$ cat config.mk
export PLATFORM = sky130hd
export DESIGN_NAME = median3x3_col_stream
export DESIGN_NICKNAME = d
export VERILOG_FILES = /design/src/rtl/median3x3_col_stream.sv
export SDC_FILE = /design/constraint.sdc
export NUM_CORES = 1
export LEC_CHECK = 0
export CORE_ASPECT_RATIO = 0.8
export CORE_UTILIZATION = 45
export DETAILED_ROUTE_END_ITERATION = 7
export HOLD_SLACK_MARGIN = 0.15
export PLACE_DENSITY = 0.66
export SLEW_MARGIN = 20
export SYNTH_ARGS = -nofsm -noshare
export SYNTH_HDL_FRONTEND = slang
export SYNTH_SLANG_ARGS = --single-unit
$ cat constraint.sdc
create_clock -name clk -period 11.29 [get_ports clk]
set_input_delay 2.258 -clock clk [delete_from_list [all_inputs] [get_ports clk]]
set_output_delay 2.258 -clock clk [all_outputs]
set_load 0.1 [all_outputs]
$ cat src/rtl/median3x3_col_stream.sv
// -----------------------------------------------------------------------------
// median3x3_col_stream
//   Streaming 3x3 median stage feeding the Gaussian filter. It accepts one
//   vertical 3-pixel column per cycle along a horizontal strip. It keeps a
//   sliding 3-column window of pre-sorted columns. Once the window is full it
//   emits one median per accepted column. The median is found with the
//   classic lo-max / mid-med / hi-min reduction over two pipeline stages.
//
// Ports
//   clk         rising-edge clock
//   reset       asynchronous, active-high reset
//   start       synchronous strip start: clears counter, window, pipeline
//   col_valid   column on pix_* is valid this cycle
//   pix_top/mid/bot  window column pixels (BIT_LENGTH bits, unsigned)
//   col_ready   high while the strip still has room for another column
//   med_valid   med_out / med_col valid this cycle
//   med_out     median of the 9 window pixels
//   med_col     image column of the window centre (1..IMG_DIM-2)
//   strip_done  pulse coincident with the last median of the strip
//   med_count   (only with MED_STATS_EN) saturating count of medians since
//               the last start or reset
//
// Build option
//   `define MED_STATS_EN  adds the med_count output and its counter.
// -----------------------------------------------------------------------------
module median3x3_col_stream #(
    parameter int BIT_LENGTH = 5,
    parameter int IMG_DIM    = 20
) (
    input  logic                  clk,
    input  logic                  reset,
    input  logic                  start,
    input  logic                  col_valid,
    input  logic [BIT_LENGTH-1:0] pix_top,
    input  logic [BIT_LENGTH-1:0] pix_mid,
    input  logic [BIT_LENGTH-1:0] pix_bot,
    output logic                  col_ready,
    output logic                  med_valid,
    output logic [BIT_LENGTH-1:0] med_out,
    output logic [4:0]            med_col,
    output logic                  strip_done
`ifdef MED_STATS_EN
    ,
    output logic [8:0]            med_count
`endif
);

    localparam int               CNT_W    = $clog2(IMG_DIM + 1);
    localparam logic [CNT_W-1:0] CNT_FULL = CNT_W'(IMG_DIM);
    localparam logic [4:0]       LAST_COL = 5'(IMG_DIM - 2);

    typedef logic [BIT_LENGTH-1:0] pix_t;
    typedef struct packed {
        pix_t hi;
        pix_t mid;
        pix_t lo;
    } scol_t;

    localparam scol_t SCOL_ZERO = {(3 * BIT_LENGTH){1'b0}};

    function automatic pix_t min2(input pix_t a, input pix_t b);
        return (a < b) ? a : b;
    endfunction

    function automatic pix_t max2(input pix_t a, input pix_t b);
        return (a < b) ? b : a;
    endfunction

    function automatic pix_t min3(input pix_t a, input pix_t b, input pix_t c);
        return min2(min2(a, b), c);
    endfunction

    function automatic pix_t max3(input pix_t a, input pix_t b, input pix_t c);
        return max2(max2(a, b), c);
    endfunction

    function automatic pix_t med3(input pix_t a, input pix_t b, input pix_t c);
        return max2(min2(a, b), min2(max2(a, b), c));
    endfunction

    // Three compare-exchange stages: (a,b), then (hi(a,b),c), then the two lows.
    function automatic scol_t sort3(input pix_t a, input pix_t b, input pix_t c);
        scol_t res;
        pix_t  l01;
        pix_t  h01;
        pix_t  tmp;
        l01     = min2(a, b);
        h01     = max2(a, b);
        res.hi  = max2(h01, c);
        tmp     = min2(h01, c);
        res.lo  = min2(l01, tmp);
        res.mid = max2(l01, tmp);
        return res;
    endfunction

    // Stage 0: counter and window of sorted columns (w0 newest).
    logic [CNT_W-1:0] cnt_q, cnt_d, base_cnt_s;
    logic             accept_s;
    scol_t            new_col_s;
    scol_t            w0_q, w0_d, w1_q, w1_d, w2_q, w2_d;
    logic             v0_q, v0_d;
    logic [4:0]       col0_q, col0_d;
    // Stage 1: lo-max / mid-med / hi-min of the window.
    logic             v1_q, v1_d;
    pix_t             lo_max_q, lo_max_d, mid_med_q, mid_med_d, hi_min_q, hi_min_d;
    logic [4:0]       col1_q, col1_d;
    // Stage 2: registered outputs.
    logic             med_valid_q, med_valid_d;
    pix_t             med_out_q, med_out_d;
    logic [4:0]       med_col_q, med_col_d;
    logic             strip_done_q, strip_done_d;

    // Next-state for the counter, window and both pipeline stages.
    always_comb begin
        // start clears first, so a simultaneous column lands as column 0.
        base_cnt_s = start ? {CNT_W{1'b0}} : cnt_q;
        accept_s   = col_valid & (start | (cnt_q < CNT_FULL));
        new_col_s  = sort3(pix_top, pix_mid, pix_bot);

        if (start) begin
            w0_d = SCOL_ZERO;
            w1_d = SCOL_ZERO;
            w2_d = SCOL_ZERO;
        end else begin
            w0_d = w0_q;
            w1_d = w1_q;
            w2_d = w2_q;
        end

        if (accept_s) begin
            cnt_d  = base_cnt_s + CNT_W'(1);
            w2_d   = start ? SCOL_ZERO : w1_q;
            w1_d   = start ? SCOL_ZERO : w0_q;
            w0_d   = new_col_s;
            v0_d   = (base_cnt_s >= CNT_W'(2));
            col0_d = 5'(base_cnt_s - CNT_W'(1));
        end else begin
            cnt_d  = base_cnt_s;
            v0_d   = 1'b0;
            col0_d = col0_q;
        end

        // The window registered at the previous edge is reduced here.
        v1_d = v0_q & ~start;
        if (v0_q) begin
            lo_max_d  = max3(w0_q.lo, w1_q.lo, w2_q.lo);
            mid_med_d = med3(w0_q.mid, w1_q.mid, w2_q.mid);
            hi_min_d  = min3(w0_q.hi, w1_q.hi, w2_q.hi);
            col1_d    = col0_q;
        end else begin
            lo_max_d  = lo_max_q;
            mid_med_d = mid_med_q;
            hi_min_d  = hi_min_q;
            col1_d    = col1_q;
        end

        med_valid_d  = v1_q & ~start;
        strip_done_d = v1_q & ~start & (col1_q == LAST_COL);
        if (v1_q) begin
            med_out_d = med3(lo_max_q, mid_med_q, hi_min_q);
            med_col_d = col1_q;
        end else begin
            med_out_d = med_out_q;
            med_col_d = med_col_q;
        end
    end

    // State registers with asynchronous reset.
    always_ff @(posedge clk or posedge reset) begin
        if (reset) begin
            cnt_q        <= {CNT_W{1'b0}};
            w0_q         <= SCOL_ZERO;
            w1_q         <= SCOL_ZERO;
            w2_q         <= SCOL_ZERO;
            v0_q         <= 1'b0;
            col0_q       <= 5'd0;
            v1_q         <= 1'b0;
            lo_max_q     <= {BIT_LENGTH{1'b0}};
            mid_med_q    <= {BIT_LENGTH{1'b0}};
            hi_min_q     <= {BIT_LENGTH{1'b0}};
            col1_q       <= 5'd0;
            med_valid_q  <= 1'b0;
            med_out_q    <= {BIT_LENGTH{1'b0}};
            med_col_q    <= 5'd0;
            strip_done_q <= 1'b0;
        end else begin
            cnt_q        <= cnt_d;
            w0_q         <= w0_d;
            w1_q         <= w1_d;
            w2_q         <= w2_d;
            v0_q         <= v0_d;
            col0_q       <= col0_d;
            v1_q         <= v1_d;
            lo_max_q     <= lo_max_d;
            mid_med_q    <= mid_med_d;
            hi_min_q     <= hi_min_d;
            col1_q       <= col1_d;
            med_valid_q  <= med_valid_d;
            med_out_q    <= med_out_d;
            med_col_q    <= med_col_d;
            strip_done_q <= strip_done_d;
        end
    end

    assign col_ready  = (cnt_q < CNT_FULL);
    assign med_valid  = med_valid_q;
    assign med_out    = med_out_q;
    assign med_col    = med_col_q;
    assign strip_done = strip_done_q;

`ifdef MED_STATS_EN
    logic [8:0] med_count_q, med_count_d;

    // Median counter: start wins over a same-cycle median, saturates at 511.
    always_comb begin
        if (start) begin
            med_count_d = 9'd0;
        end else if (med_valid_q && (med_count_q != 9'd511)) begin
            med_count_d = med_count_q + 9'd1;
        end else begin
            med_count_d = med_count_q;
        end
    end

    // Median counter register.
    always_ff @(posedge clk or posedge reset) begin
        if (reset) begin
            med_count_q <= 9'd0;
        end else begin
            med_count_q <= med_count_d;
        end
    end

    assign med_count = med_count_q;
`endif

endmodule

* After elaboration in Yosys (flattened, before gate mapping)
Index checks and enable logic that the tools add are counted.
Operators by class: $add $sub $neg 2, mux-type cells 27, magnitude comparators 15, equality and inequality tests 1, bitwise logic cells 6, reduce and logical (&&, ||, !) cells 1
Operators by type and width (number):
- 5-bit two-way mux | 20
- 15-bit two-way mux | 6
- 5-bit less-than comparator | 13
- 5-bit by 1-bit adder with 5-bit output, second input constant | 1
- 5-bit equality test, second input constant | 1
- 5-bit by 2-bit >= comparator with 1-bit output, second input constant | 1
- 5-bit less-than comparator, second input constant | 1
- 5-bit by 1-bit subtractor with 5-bit output, second input constant | 1
- 1-bit bitwise AND | 4
- 2-bit nonzero test | 1
- 1-bit two-way mux | 1
- 1-bit NOT | 1
- 1-bit OR | 1
Storage, ports and cells: flip-flop bits (word level) 89, word-level logic and storage cells 73, output and inout bits 13, input bits 19

* Depth between registers and ports, before layout
Gate-level depths: netlist (run 1).
word-level depth 7, depth in mapped cells 22, mapped depth without buffers 20

* Least setup slack after synthesis (run 1)
OpenSTA, ideal clock, no wires.
kind input port to flip-flop, from input port pix_mid[2], to register w0_q[6] (netlist name), setup time 0.143 ns, slack 4.748 ns, data required time 11.147 ns, arrival 6.399 ns, buffers on the path 1, cell stages on the path 20, path through inv_1 > ha_1 > a21o_1 > a31oi_1 > o21ai_0 > o21ai_0 > ha_1 > a211o_1 > a21oi_1 > o21a_1 > buf_4 > mux2i_2 > ha_1 > a21o_1 > a21o_1 > a21o_1 > a41o_1 > o31a_1 > nand2_2 > o221ai_1
RTL lines:
- start, declared | line 35 | input logic [BIT_LENGTH-1:0] pix_mid,
- end signal, assigned | line 188 | w0_q <= w0_d;
- end, declared | line 100 | scol_t w0_q, w0_d, w1_q, w1_d, w2_q, w2_d;

==> results of run 1 <==
layer usage:
| layer | up-vias | global-route usage | part of all wire |
|---|---|---|---|
| li1 | 2445 | - | - |
| met1 | 2342 | 0.275 | 0.49 |
| met2 | 85 | 0.342 | 0.47 |
| met3 | 13 | 0.0404 | 0.032 |
| met4 | 0 | 0.0529 | 0.0093 |
| met5 | - | 0 | 0 |
kinds of logic (layout without fill, tap and decap cells):
family                     Yosys count  in the layout
AOI/OAI and AO/OA                  197            197
xor gates and xnor gates             5              5
adders and majority gates           55             55
buffers and inverters               86            112
DFF                                 89             89
muxes                               43             43
and+or+nand+nor                    198            198
path summary, 6_finish.rpt:
path                                 start      endpoint  slack [ps]
worst max-delay path            pix_mid[2]       w0_q[6]        3730
worst min-delay path             col0_q[3]     col0_q[3]         460
worst max register to register     w1_q[9]  mid_med_q[2]        5810
worst min register to register   col0_q[3]     col0_q[3]         460
max in group asynchronous            reset       w0_q[3]        8240
min in group asynchronous            reset    med_out[3]        2100
flip-flops by register name, indices dropped and copies added (netlist names):
| register | cells |
|---|---|
| col0_q | 5 |
| med_col | 5 |
| w0_q | 15 |
| v1_q | 1 |
| w1_q | 15 |
| hi_min_q | 5 |
| w2_q | 15 |
| med_out | 5 |
| v0_q | 1 |
| med_valid | 1 |
| col1_q | 5 |
| lo_max_q | 5 |
| mid_med_q | 5 |
| strip_done | 1 |
| cnt_q | 5 |
stage by stage:
stage	cells	power, W	util	setup WS (ps)	hold slack (ps)
final	874	0.00207	0.525	3730	461
after global placement	858	0.00168	0.498	3700	455
after detailed placement	858	0.00173	0.498	3460	451
after CTS	874	0.00207	0.524	3790	466
after global routing	874	0.00225	0.525	3360	490
after floorplan	673	0.00149	-	4750	433
critical path, delay by kind of cell:
kind,cells,cell delay [ps]
AO/OA/AOI/OAI,13,3450
adder cells (fa/ha/maj),3,930
buffers and inverters,2,540
multiplexers,1,360
AND/OR/NAND/NOR,1,220
where the power goes:
part	total, W	internal (W)	switching, W
combinational	0.00127	0.000498	0.000772
clock	0.000332	0.000207	0.000124
sequential	0.000472	0.000396	0.0000761
placed cells by master (no fill, tap or decap), drive strengths merged, types with 5 or more instances in the layout:
cell / Yosys / routed
clkdlybuf4s50: 0 / 31
o31ai: 12 / 12
inv: 60 / 60
mux2: 31 / 31
a21oi: 59 / 59
a31oi: 10 / 10
mux2i: 12 / 12
a21o: 11 / 11
o21ai: 43 / 43
o221ai: 7 / 7
o22ai: 6 / 6
ha: 55 / 55
o21a: 11 / 11
dfrtp: 89 / 89
nand2b: 7 / 7
nand3b: 8 / 8
o211ai: 5 / 5
nand4: 5 / 5
nor2: 29 / 29
nor3: 12 / 12
nor2b: 6 / 6
o21bai: 5 / 5
clkbuf: 18 / 11
nand2: 116 / 116
final cells by class:
class                           instances  area (sq um)
Clock buffer                           11           253
Tap cell                              175           219
Inverter                               61           230
Multi-Input combinational cell        498          3440
Clock inverter                          5          86.3
Timing Repair Buffer                   35           344
Sequential cell                        89          2230
Fill cell                            1182          6160
==> flow_summary.ini, run 1 <==
[outcome]
status = complete, no violations

[logic_synthesis]
synth_commonest_cells = 115 x nand2_1, 89 x dfrtp_1, 60 x inv_1
ys_types = 67
synthXorXnorAreaFrac = 0.00729
synthFlopType = dfrtp_1
synth-edff-count = 0
ys_seq_area_frac = 0.371
synth_fp_nets = 747
async_flop_share = 1.00
muxShareOfSynthArea = 0.0812
yosysMostFrequentCell = nand2_1
synth_top_area_frac = 0.371
synth_area_sq_um = 6010
synth_warnings = 0
synth.area.top_cells = dfrtp_1 37%, ha_1 11%, nand2_1 7.2%
synth_top_family_by_area = compound AO/OA/AOI/OAI gates
synth_compound_area_frac = 0.220
synth.avg_cell_area_sq_um = 8.93
yosys.area_share.simple = 0.149
ys_ff_latch = 89
yosysTopAreaCell = dfrtp_1
syn_inst = 673
synthAdderAreaFrac = 0.115

[routing]
drt_wl_total_mm = 13.3
drt_pre_antenna_iters = 5
avgRoutedWirePerCell_um = 15.2
num_vias = 4885
drt_iter0_markers = 234
vias_per_cell = 5.59
final_antenna_net_count = 0
drc = 0

[sta]
fin_skew_ps = 11.3
setup_tns_ps = 0
worst_pin_slew_ps = 978
rsz0062_at_grt = no
maxSlewViolCount = 0
finalSetupViolations = 0
max_slew_margin = 0.346
hold_violations = 0
fin_crit_ps = 7560
fin_crit_sh = 0.670
clock.fmax_mhz = 132

[placed_design]
gp_congestion = 0.877
place_area_sq_um = 6460
port_buffers = 31
dp_hpwl_mm = 9.77

[cells_and_area]
syn_to_final_growth_pct = 13.2
nets = 768
diodes = 0
stdcell_area_sq_um = 6800
drive_gt1_frac = 0.102

[job]
cap_violations = 0

[clock_network]
cts_root_buffer = clkbuf_16
clk_path_buf_depth = 2
cts_setup_buffers = 0
cts_buffers = 9
holdBufCountCts = 0
cts_resized = 0
path_clk_slew_ps = 60
cts_tree = yes
insertion_delay_ps = 340
cts_sinks = 89
htreeDepth = 3

[floorplan]
die_w_um = 131
rows = 37
initial_utilization = 0.464
num_io_pins = 32
core_area_sq_um = 13000
dieArea_sq_um = 13800
die_y_um = 105

[global_routing]
overflow = 0
grt_start_max_net_pins = 85
antenna_found_initial = 0
grt_pass1_wl_mm = 23.2
grt.total_usage = 0.206
grt_pass1_vias = 4712

[critical_path]
worstPathMaxFanout = 9
worstSetupEndpointType = register
r2r_cells = 19
cp_common_cell = a21o_1
critPathRequiredTime_ps = 11490
critPathMaxStageDelay_ps = 530
path_cells = clkdlybuf4s50_1, inv_1, ha_1, a21o_1, a31oi_1, o21ai_0, o21ai_0, ha_1, a211o_1, a21oi_1, o21a_1, mux2i_2, ha_1, a21o_1, a21o_1, a21o_1, a41o_1, o31a_1, nand2_2, o221ai_1
cp.arrival_ps = 7760
critPathKind = in2reg
crit_slowest_cell = o21ai_0
cp-start-kind = input port

[min_path]
hp-class = reg2reg
whs_path_depth = 2

[power]
irDropWorstVdd_mv = 0.179
p_leak_nw = 3.01
power_density_nw_per_um2 = 305
Power figures use the tool's default switching activity.
==> run 2: changes to the inputs <==
==> constraint.sdc (replaced) <==
create_clock -name clk -period 7.9 [get_ports clk]
set_input_delay 1.58 -clock clk [delete_from_list [all_inputs] [get_ports clk]]
set_output_delay 1.58 -clock clk [all_outputs]
set_load 0.1 [all_outputs]
==> flow_summary.ini, run 2 (synthesis gave the netlist of run 1 again) <==
[critical_path]
cp-start-kind = input port
crit_family = compound AO/OA/AOI/OAI gates
worstPathMaxFanout = 9
critPathMaxStageDelay_ps = 520
cp.arrival_ps = 7060
critPathRequiredTime_ps = 8090
path_cells = clkdlybuf4s50_1, inv_1, ha_1, a21o_1, a31oi_1, o21ai_0, o21ai_0, ha_1, a211o_1, a21oi_1, o21a_1, mux2i_2, ha_1, a21o_1, a21o_1, a21o_1, a41o_1, o31a_1, nand2_2, o221ai_1
critPathKind = in2reg
cp_common_cell = a21o_1
cp_num_buf_inv = 2
worstSetupEndpointType = register
crit_slowest_cell = o21a_1

[power]
p_leak_nw = 2.98
power_density_nw_per_um2 = 432
irDropWorstVdd_mv = 0.289

[cells_and_area]
final_util = 0.522
syn_to_final_growth_pct = 12.6
final_common_cell = nand2_1
reg_top3 = w0_q x15, w1_q x15, w2_q x15
nets = 768
seqCellArea_sq_um = 2230
multi_input_area_sq_um = 3440
diodes = 0
nFillCells = 1229
drive_gt1_frac = 0.100
mostFrequentLayoutCells = 115 x nand2_1, 89 x dfrtp_1, 59 x inv_1, 57 x a21oi_1, 55 x ha_1
final_cells = 874

[routing]
vias_per_cell = 5.49
drt_iter0_markers = 262
num_vias = 4801
final_antenna_net_count = 0
drt_pre_antenna_iters = 4
avgRoutedWirePerCell_um = 15.3
drc = 0
drt_wl_total_mm = 13.4

[global_routing]
grt.total_usage = 0.211
grt_pass1_wl_mm = 23.5
antenna_found_initial = 0
grt_start_max_net_pins = 85
grt_pass1_vias = 4889
overflow = 0

[clock_network]
cts_buffers = 9
htreeDepth = 3
path_clk_slew_ps = 60
clk_path_buf_depth = 2
cts_setup_buffers = 0
cts_resized = 0
holdBufCountCts = 0
cts_sinks = 89
cts_root_buffer = clkbuf_16
cts_tree = yes
insertion_delay_ps = 350

[sta]
finalSetupViolations = 0
fin_skew_ps = 12.0
worst_slack_ps = 1040
maxSlewViolCount = 0
rsz0062_at_grt = no
hold_violations = 0
fin_crit_sh = 0.869
setup_tns_ps = 0
max_slew_margin = 0.341
clock.fmax_mhz = 146
fin_crit_ps = 6860
worst_pin_slew_ps = 985
hold_ws_ps = 477

[outcome]
status = complete, no violations

[floorplan]
core_area_sq_um = 13000
num_io_pins = 32
dieArea_sq_um = 13800
die_w_um = 131
die_y_um = 105
initial_utilization = 0.464
rows = 37

[placed_design]
gp_congestion = 0.877
pre_cts_ws_ps = 653
place_inst = 858
port_buffers = 31
dp_hpwl_mm = 10.1

[job]
cap_violations = 0

[min_path]
hp-class = reg2reg
[run 2: cell type report]
| cell class | count | share of cell area |
|---|---|---|
| multi-input cells | 498 | 0.509 |
| flip-flops and latches | 89 | 0.329 |
| repair buffers | 35 | 0.0509 |
| clock buffers | 11 | 0.0359 |
| inverters | 61 | 0.0340 |
| well taps | 175 | 0.0324 |
| clock inverters | 5 | 0.00925 |
[run 2: where the power goes]
part	total, W	switching (W)	internal, W
clock network	0.000437	0.000182	0.000255
registers	0.000676	0.000110	0.000566
logic	0.00181	0.00110	0.000710
total	0.00292	0.00139	0.00153
[run 2: worst register-to-register path: cells and delay by family (launching register included)]
kind | cells | cell delay, ps
AO/OA/AOI/OAI | 11 | 2920
buffers and inverters | 1 | 60
flip-flops | 1 | 430
multiplexers | 1 | 400
adder cells (fa/ha/maj) | 3 | 880
AND/OR/NAND/NOR | 3 | 640
[run 2: path summary, 6_finish.rpt]
check | startpoint | slack [ps] | to | depth (start not counted)
max in group asynchronous | reset | 5500 | w0_q[13] | 3
hold / removal | col0_q[0] | 480 | col0_q[0] | 2
setup reg to reg | w1_q[9] | 2480 | mid_med_q[4] | 19
setup / recovery | pix_mid[2] | 1040 | w0_q[6] | 20
hold reg to reg | col0_q[0] | 480 | col0_q[0] | 2
min in group asynchronous | reset | 1430 | med_out[2] | 2
[run 2: routing by layer]
layer / routed length (um) / GRT usage / vias up
met2: 6290 / 0.353 / 68
li1: - / - / 2432
met5: 0 / 0 / -
met4: 201 / 0.0731 / 0
met1: 6520 / 0.275 / 2285
met3: 381 / 0.0361 / 16
[run 2: through the flow]
stage | instance area, sq um | total power (W)
floorplan | 6010 | 0.00213
global route | 6770 | 0.00319
CTS | 6760 | 0.00293
finish | 6770 | 0.00292
global placement | 6460 | 0.00240
detailed placement | 6460 | 0.00248
==> variant 1: new RTL, settings of run 1 <==
The parameter `IMG_DIM` goes from 20 to 10.
--- a/src/rtl/median3x3_col_stream.sv
+++ b/src/rtl/median3x3_col_stream.sv
@@ -25,7 +25,7 @@
 // -----------------------------------------------------------------------------
 module median3x3_col_stream #(
     parameter int BIT_LENGTH = 5,
-    parameter int IMG_DIM    = 20
+    parameter int IMG_DIM    = 10
 ) (
     input  logic                  clk,
     input  logic                  reset,
Check against the original RTL: no difference found for any inputs over 4 cycles, from zero or initial values and one cycle with reset high; that may be too few to reach the edited logic, so the function may still have changed.
==> variant 1 against run 1 <==
  * Via count down 4.7%
  * Clock skew down 0.0027 ns
  * Sequential cell count down 1
  * Design area down 2.1%
  * Count of clock-buffer cells in the layout down 1
  * Utilization up 1.1 points
  * Setup slack better by 0.34 ns
  * Final cell count down 3.3%
  * Synthesized area down 2.4%
  * Total power up 3.8%
  * First-iteration DRC count up 4.3%
  * Routed wire length down 2.6%
  * Clock power down 7.5%
  * Critical endpoint is now w0_q[8]
==> variant 1: results (changes against run 1) <==
- Setup Buffers After CTS: 0 (unchanged)
- WL/cell: 15.3 µm (was 15.2 µm)
- HPWL after detailed placement: 9590 µm (was 9770 µm)
- Unique masters post-synth: 57 (was 67)
- CP arrival: 7.41 ns (was 7.76 ns)
- Ratio of cells with drive above 1 in the final layout: 0.107 (was 0.102)
- Yosys Warn Count: 0 (unchanged)
- R2R setup slack: 6.06 ns (was 5.81 ns)
- Layout Cells excl Fill: 845 (was 874)
- Synthesized net count: 717 (was 747)
- Placed Cells: 829 (was 858)
- Hold depth: 1 (was 2)
- Status: completed (unchanged)
- Peak supply drop: 0.000253 V (was 0.000179 V)
- Sequential-to-total area share from yosys stat: 0.375 (was 0.371)
- Syn Area/Cell: 9.12 µm² (was 8.93 µm²)
- Worst flop-to-flop path endpoint: med_out[0] (was mid_med_q[2])
- Worst r2r src: lo_max_q[2] (was w1_q[9])
- Fillers: 1165 (was 1182)
- Pre-CTS setup slack: 3.79 ns (was 3.46 ns)
- Buffers on Ports: 31 (unchanged)
- Worst path max stage delay: 0.49 ns (was 0.53 ns)
- Hold Startpoint: col1_q[0] (was col0_q[3])
- GRT Overall Usage: 0.213 (was 0.206)
- First-pass GRT wire length: 22900 µm (was 23200 µm)
- Drt via density: 5.51 (was 5.59)
- First-pass detailed-route iteration total: 4 (was 5)
- Largest net degree at the start of global routing: 60 (was 85)
- Min-Delay Endpoint: strip_done (was col0_q[3])
- Rel. slew slack: 0.340 (was 0.346)
- DRT iter0 DRCs: 244 (was 234)
- Asr flop ratio synth: 1.00 (unchanged)
- Routability-driven placement congestion ratio: 0.782 (was 0.877)
- CP max-delay cell: clkdlybuf4s50_1 (was o21ai_0)
- Leakage: 3.00 nW (was 3.01 nW)
- Final layout net count: 743 (was 768)
- Clock Skew: 0.00858 ns (was 0.0113 ns)
- Top cells by count, synth: 108 x nand2_1, 88 x dfrtp_1, 64 x a21oi_1, 57 x inv_1, 55 x ha_1 (was 115 x nand2_1, 89 x dfrtp_1, 60 x inv_1, 57 x a21oi_1, 55 x ha_1)
- Vias in the first global route: 4701 (was 4712)
- Largest cells by area after synthesis: dfrtp_1 38%, ha_1 12%, nand2_1 6.9% (was dfrtp_1 37%, ha_1 11%, nand2_1 7.2%)
-- variant 1: changes by cell type in the layout (fill, tap and decap cells not counted), sizes merged, moves of 5 or more --
cell and delta:
mux2i +15, o31ai -12, nor3 -10, a21oi +7, nand2 -7, a211oi +6
nand3 +6, o221ai +6, nor2 -5, o211ai -5
-- variant 1: per-stage QoR --
step	hold WS [ns]	cell area, µm²
floorplan	0.419	5870
global placement	0.449	6350
detailed placement	0.459	6350
CTS	0.477	6660
global route	0.504	6660
finish	0.474	6660
-- variant 1: critical path: cells and delay by family --
kind | cells | cell delay (ns)
multiplexers | 1 | 0.37
adder cells (fa/ha/maj) | 3 | 0.95
buffers and inverters | 4 | 0.98
AND/OR/NAND/NOR | 3 | 0.41
AO/OA/AOI/OAI | 11 | 2.44
-- variant 1: per-layer routing --
metal / GRT usage / routed length (µm) / vias up
li1: - / - / 2330
met3: 0.0370 / 437 / 13
met4: 0.0631 / 114 / 0
met5: 0 / 0 / -
met2: 0.337 / 5920 / 73
met1: 0.297 / 6490 / 2241
-- variant 1: kinds of logic after synthesis --
kind of cell / count (synthesis) / synth area share
and+or+nand+nor: 180 / 0.138
AOI/OAI and AO/OA: 177 / 0.200
DFF: 88 / 0.375
buffers and inverters: 79 / 0.0531
muxes: 60 / 0.109
adders and majority gates: 55 / 0.117
xor gates and xnor gates: 4 / 0.00597
-- variant 1: worst max path at each step --
stage / start / end / slack, ns / cells past startpoint
final: pix_mid[2] / w0_q[8] / 4.07 / 22
after global routing: pix_mid[2] / w0_q[1] / 3.57 / 22
after CTS: pix_mid[2] / w0_q[1] / 4.16 / 22
after detailed placement: pix_mid[2] / w0_q[1] / 3.79 / 22
after global placement: pix_mid[2] / w0_q[4] / 4.04 / 22
after floorplan: pix_mid[2] / w0_q[2] / 4.95 / 23
-- variant 1: report_power, final --
group	switching, mW	internal, mW	leakage, nW	total, mW
Sequential	0.0789	0.394	1.14	0.473
Clock	0.129	0.178	0.145	0.307
Combinational	0.823	0.550	1.71	1.37
-- variant 1: layout make-up --
| cell class | count | share of cell area |
|---|---|---|
| clock buffers | 10 | 0.0359 |
| clock inverters | 6 | 0.0101 |
| inverters | 57 | 0.0323 |
| multi-input cells | 476 | 0.505 |
| flip-flops and latches | 88 | 0.331 |
| well taps | 171 | 0.0321 |
| repair buffers | 37 | 0.0534 |
==> variant 2: new RTL, config.mk and constraints of run 1 <==
Made on the original files. Add a define of `MED_STATS_EN`.
--- a/src/rtl/median3x3_col_stream.sv
+++ b/src/rtl/median3x3_col_stream.sv
@@ -23,6 +23,8 @@
 // Build option
 //   `define MED_STATS_EN  adds the med_count output and its counter.
 // -----------------------------------------------------------------------------
+`define MED_STATS_EN
+
 module median3x3_col_stream #(
     parameter int BIT_LENGTH = 5,
     parameter int IMG_DIM    = 20
Check against the original RTL (old outputs only; new: med_count): equivalent (equiv_simple and equiv_induct, registers matched by name and starting in step).
==> variant 2 against run 1 <==
  * Non-clock buffer count grew 9
  * Setup slack improved by 0.30 ns
  * Worst hold slack improved by 0.0077 ns
  * Highest routed layer unchanged
  * Total power decreased by 5.6%
  * Combinational power fell by 9%
  * Sequential power grew 6.4%
  * Sequential cell count increased by 9
  * Routed wire length rose by 2.3%
  * Count of clock-buffer cells in the layout decreased by 1
  * Largest cell class unchanged
  * Synthesized area rose by 5.6%
  * Sequential share of layout area grew 1.4 points
  * Design area rose by 5.6%
==> variant 2: results (changes against run 1) <==
- Status: completed (unchanged)
- GRT Overall Usage: 0.200 (was 0.206)
- Largest net degree at the start of global routing: 88 (was 85)
- Antenna diode count: 0 (unchanged)
- WL met1: 6740 µm (was 6560 µm)
- Setup Buffers After CTS: 0 (unchanged)
- CTS clock-pin slew for the worst setup and hold paths: 0.07 ns
- Clock root cell: clkbuf_16 (unchanged)
- First-pass GRT wire length: 23500 µm (was 23200 µm)
- Largest cells by area after synthesis: dfrtp_1 39%, ha_1 11%, nand2_1 6.7% (was dfrtp_1 37%, ha_1 11%, nand2_1 7.2%)
- Worst-skew pair later-pin latency: 0.34 ns (about the same)
- Critical Path End: w0_q[8] (was w0_q[6])
- Worst min-delay path category: reg -> reg (unchanged)
- R2R setup slack: 6.37 ns (was 5.81 ns)
- Metal2 WL: 6300 µm (was 6190 µm)
- Sequential-to-total area share from yosys stat: 0.387 (was 0.371)
- Leakage: 3.25 nW (was 3.01 nW)
- Fillers: 1209 (was 1182)
- DRT iter0 DRCs: 312 (was 234)
- Critical path launch point: pix_mid[2] (unchanged)
- CP max-delay cell: o21a_1 (was o21ai_0)
- Hold Buf Count CTS: 0 (unchanged)
- Vias in the first global route: 4865 (was 4712)
- CTS Buf Count: 9 (unchanged)
- Worst path max stage delay: 0.50 ns (was 0.53 ns)
- Highest metal used: met4 (unchanged)
- Antenna-violating nets left: 0 (unchanged)
- Slew @ Worst Pin: 0.995 ns (was 0.978 ns)
- Final layout net count: 789 (was 768)
- Routability-driven placement congestion ratio: 0.872 (was 0.877)
- Met3 wire len: 389 µm (was 429 µm)
- First-pass detailed-route iteration total: 5 (unchanged)
- CP Max Fanout: 9 (unchanged)
- Worst flop-to-flop path endpoint: mid_med_q[4] (was mid_med_q[2])
- Clk buf depth: 2 (unchanged)
- Biggest regs: w0_q: 15 flops, w1_q: 15 flops, w2_q: 15 flops (unchanged)
- Yosys Warn Count: 0 (unchanged)
- Clock Skew: 0.00686 ns (was 0.0113 ns)
- Unique masters post-synth: 58 (was 67)
- Peak supply drop: 0.000244 V (was 0.000179 V)
- CP arrival: 7.47 ns (was 7.76 ns)
- HPWL after detailed placement: 10000 µm (was 9770 µm)
- Final wirelength: 13600 µm (was 13300 µm)
- Buffers on Ports: 40 (was 31)
- R2R depth: 18 (was 19)
- Ratio of cells with drive above 1 in the final layout: 0.100 (was 0.102)
- Worst r2r src: w1_q[7] (was w1_q[9])
- H-tree levels: 3 (unchanged)
- Drt via density: 5.62 (was 5.59)
- Top cells by count, synth: 114 x nand2_1, 98 x dfrtp_1, 57 x ha_1, 56 x inv_1, 48 x a21oi_1 (was 115 x nand2_1, 89 x dfrtp_1, 60 x inv_1, 57 x a21oi_1, 55 x ha_1)
- Synthesized net count: 760 (was 747)
## variant 2: changes by cell type after synthesis, moves of 5 or more
cell	change
a211o_1	+7
o21bai_1	-5
o21ai_0	+15
mux2i_1	+13
o31ai_1	-8
a21oi_1	-9
o22ai_1	-5
o221ai_1	+8
o21ai_1	-11
dfrtp_1	+9
## variant 2: per-layer routing
| metal | track usage | vias to the layer above |
|---|---|---|
| li1 | - | 2497 |
| met1 | 0.274 | 2439 |
| met2 | 0.328 | 99 |
| met3 | 0.0314 | 16 |
| met4 | 0.0578 | 0 |
| met5 | 0 | - |
## variant 2: logic make-up after synthesis
group | Yosys count | synth area share
fa+ha+maj | 57 | 0.112
flops | 98 | 0.387
mux | 56 | 0.0974
simple gates | 199 | 0.145
xor+xnor | 10 | 0.0138
compound gates | 182 | 0.193
buf+inv | 82 | 0.0513
## variant 2: layout make-up
class	instances	area, µm²	share of cell area
clock inverter	6	56.3	0.00784
multi-input combinational	504	3570	0.497
clock buffer	10	239	0.0333
inverter	56	211	0.0294
sequential	98	2450	0.341
timing repair buffer	44	429	0.0597
tap	180	225	0.0314
## variant 2: through the flow
stage	worst slack, ns	area (µm²)	util	cells
CTS	4.03	7180	0.526	898
global placement	3.92	6880	0.504	882
floorplan	4.97	6340	-	684
detailed placement	3.69	6880	0.504	882
global route	3.60	7180	0.526	898
finish	4.03	7180	0.526	898
## variant 2: worst max-delay path: cells and delay by family
kind,cells,cell delay (ns)
simple gates,1,0.23
fa+ha+maj,3,0.94
compound gates,13,3.13
buf+inv,2,0.54
mux,1,0.39
## variant 2: report_power, final
| group | internal [mW] | switching (mW) | total (mW) |
|---|---|---|---|
| clock | 0.160 | 0.141 | 0.301 |
| combinational | 0.490 | 0.663 | 1.15 |
| sequential | 0.427 | 0.0753 | 0.502 |
| total | 1.08 | 0.879 | 1.96 |
## variant 2: how the worst min path moves through the flow
stage | startpoint | endpoint | slack (ns) | cells past startpoint
3_5_place_dp | col0_q[3] | col0_q[3] | 0.46 | 2
2_1_floorplan | col0_q[3] | col0_q[3] | 0.43 | 2
4_1_cts | col0_q[3] | col0_q[3] | 0.48 | 2
5_1_grt | med_out[0] | med_out[0] | 0.52 | 1
6_report | col0_q[3] | col0_q[3] | 0.47 | 2
3_3_place_gp | col0_q[3] | col0_q[3] | 0.46 | 2
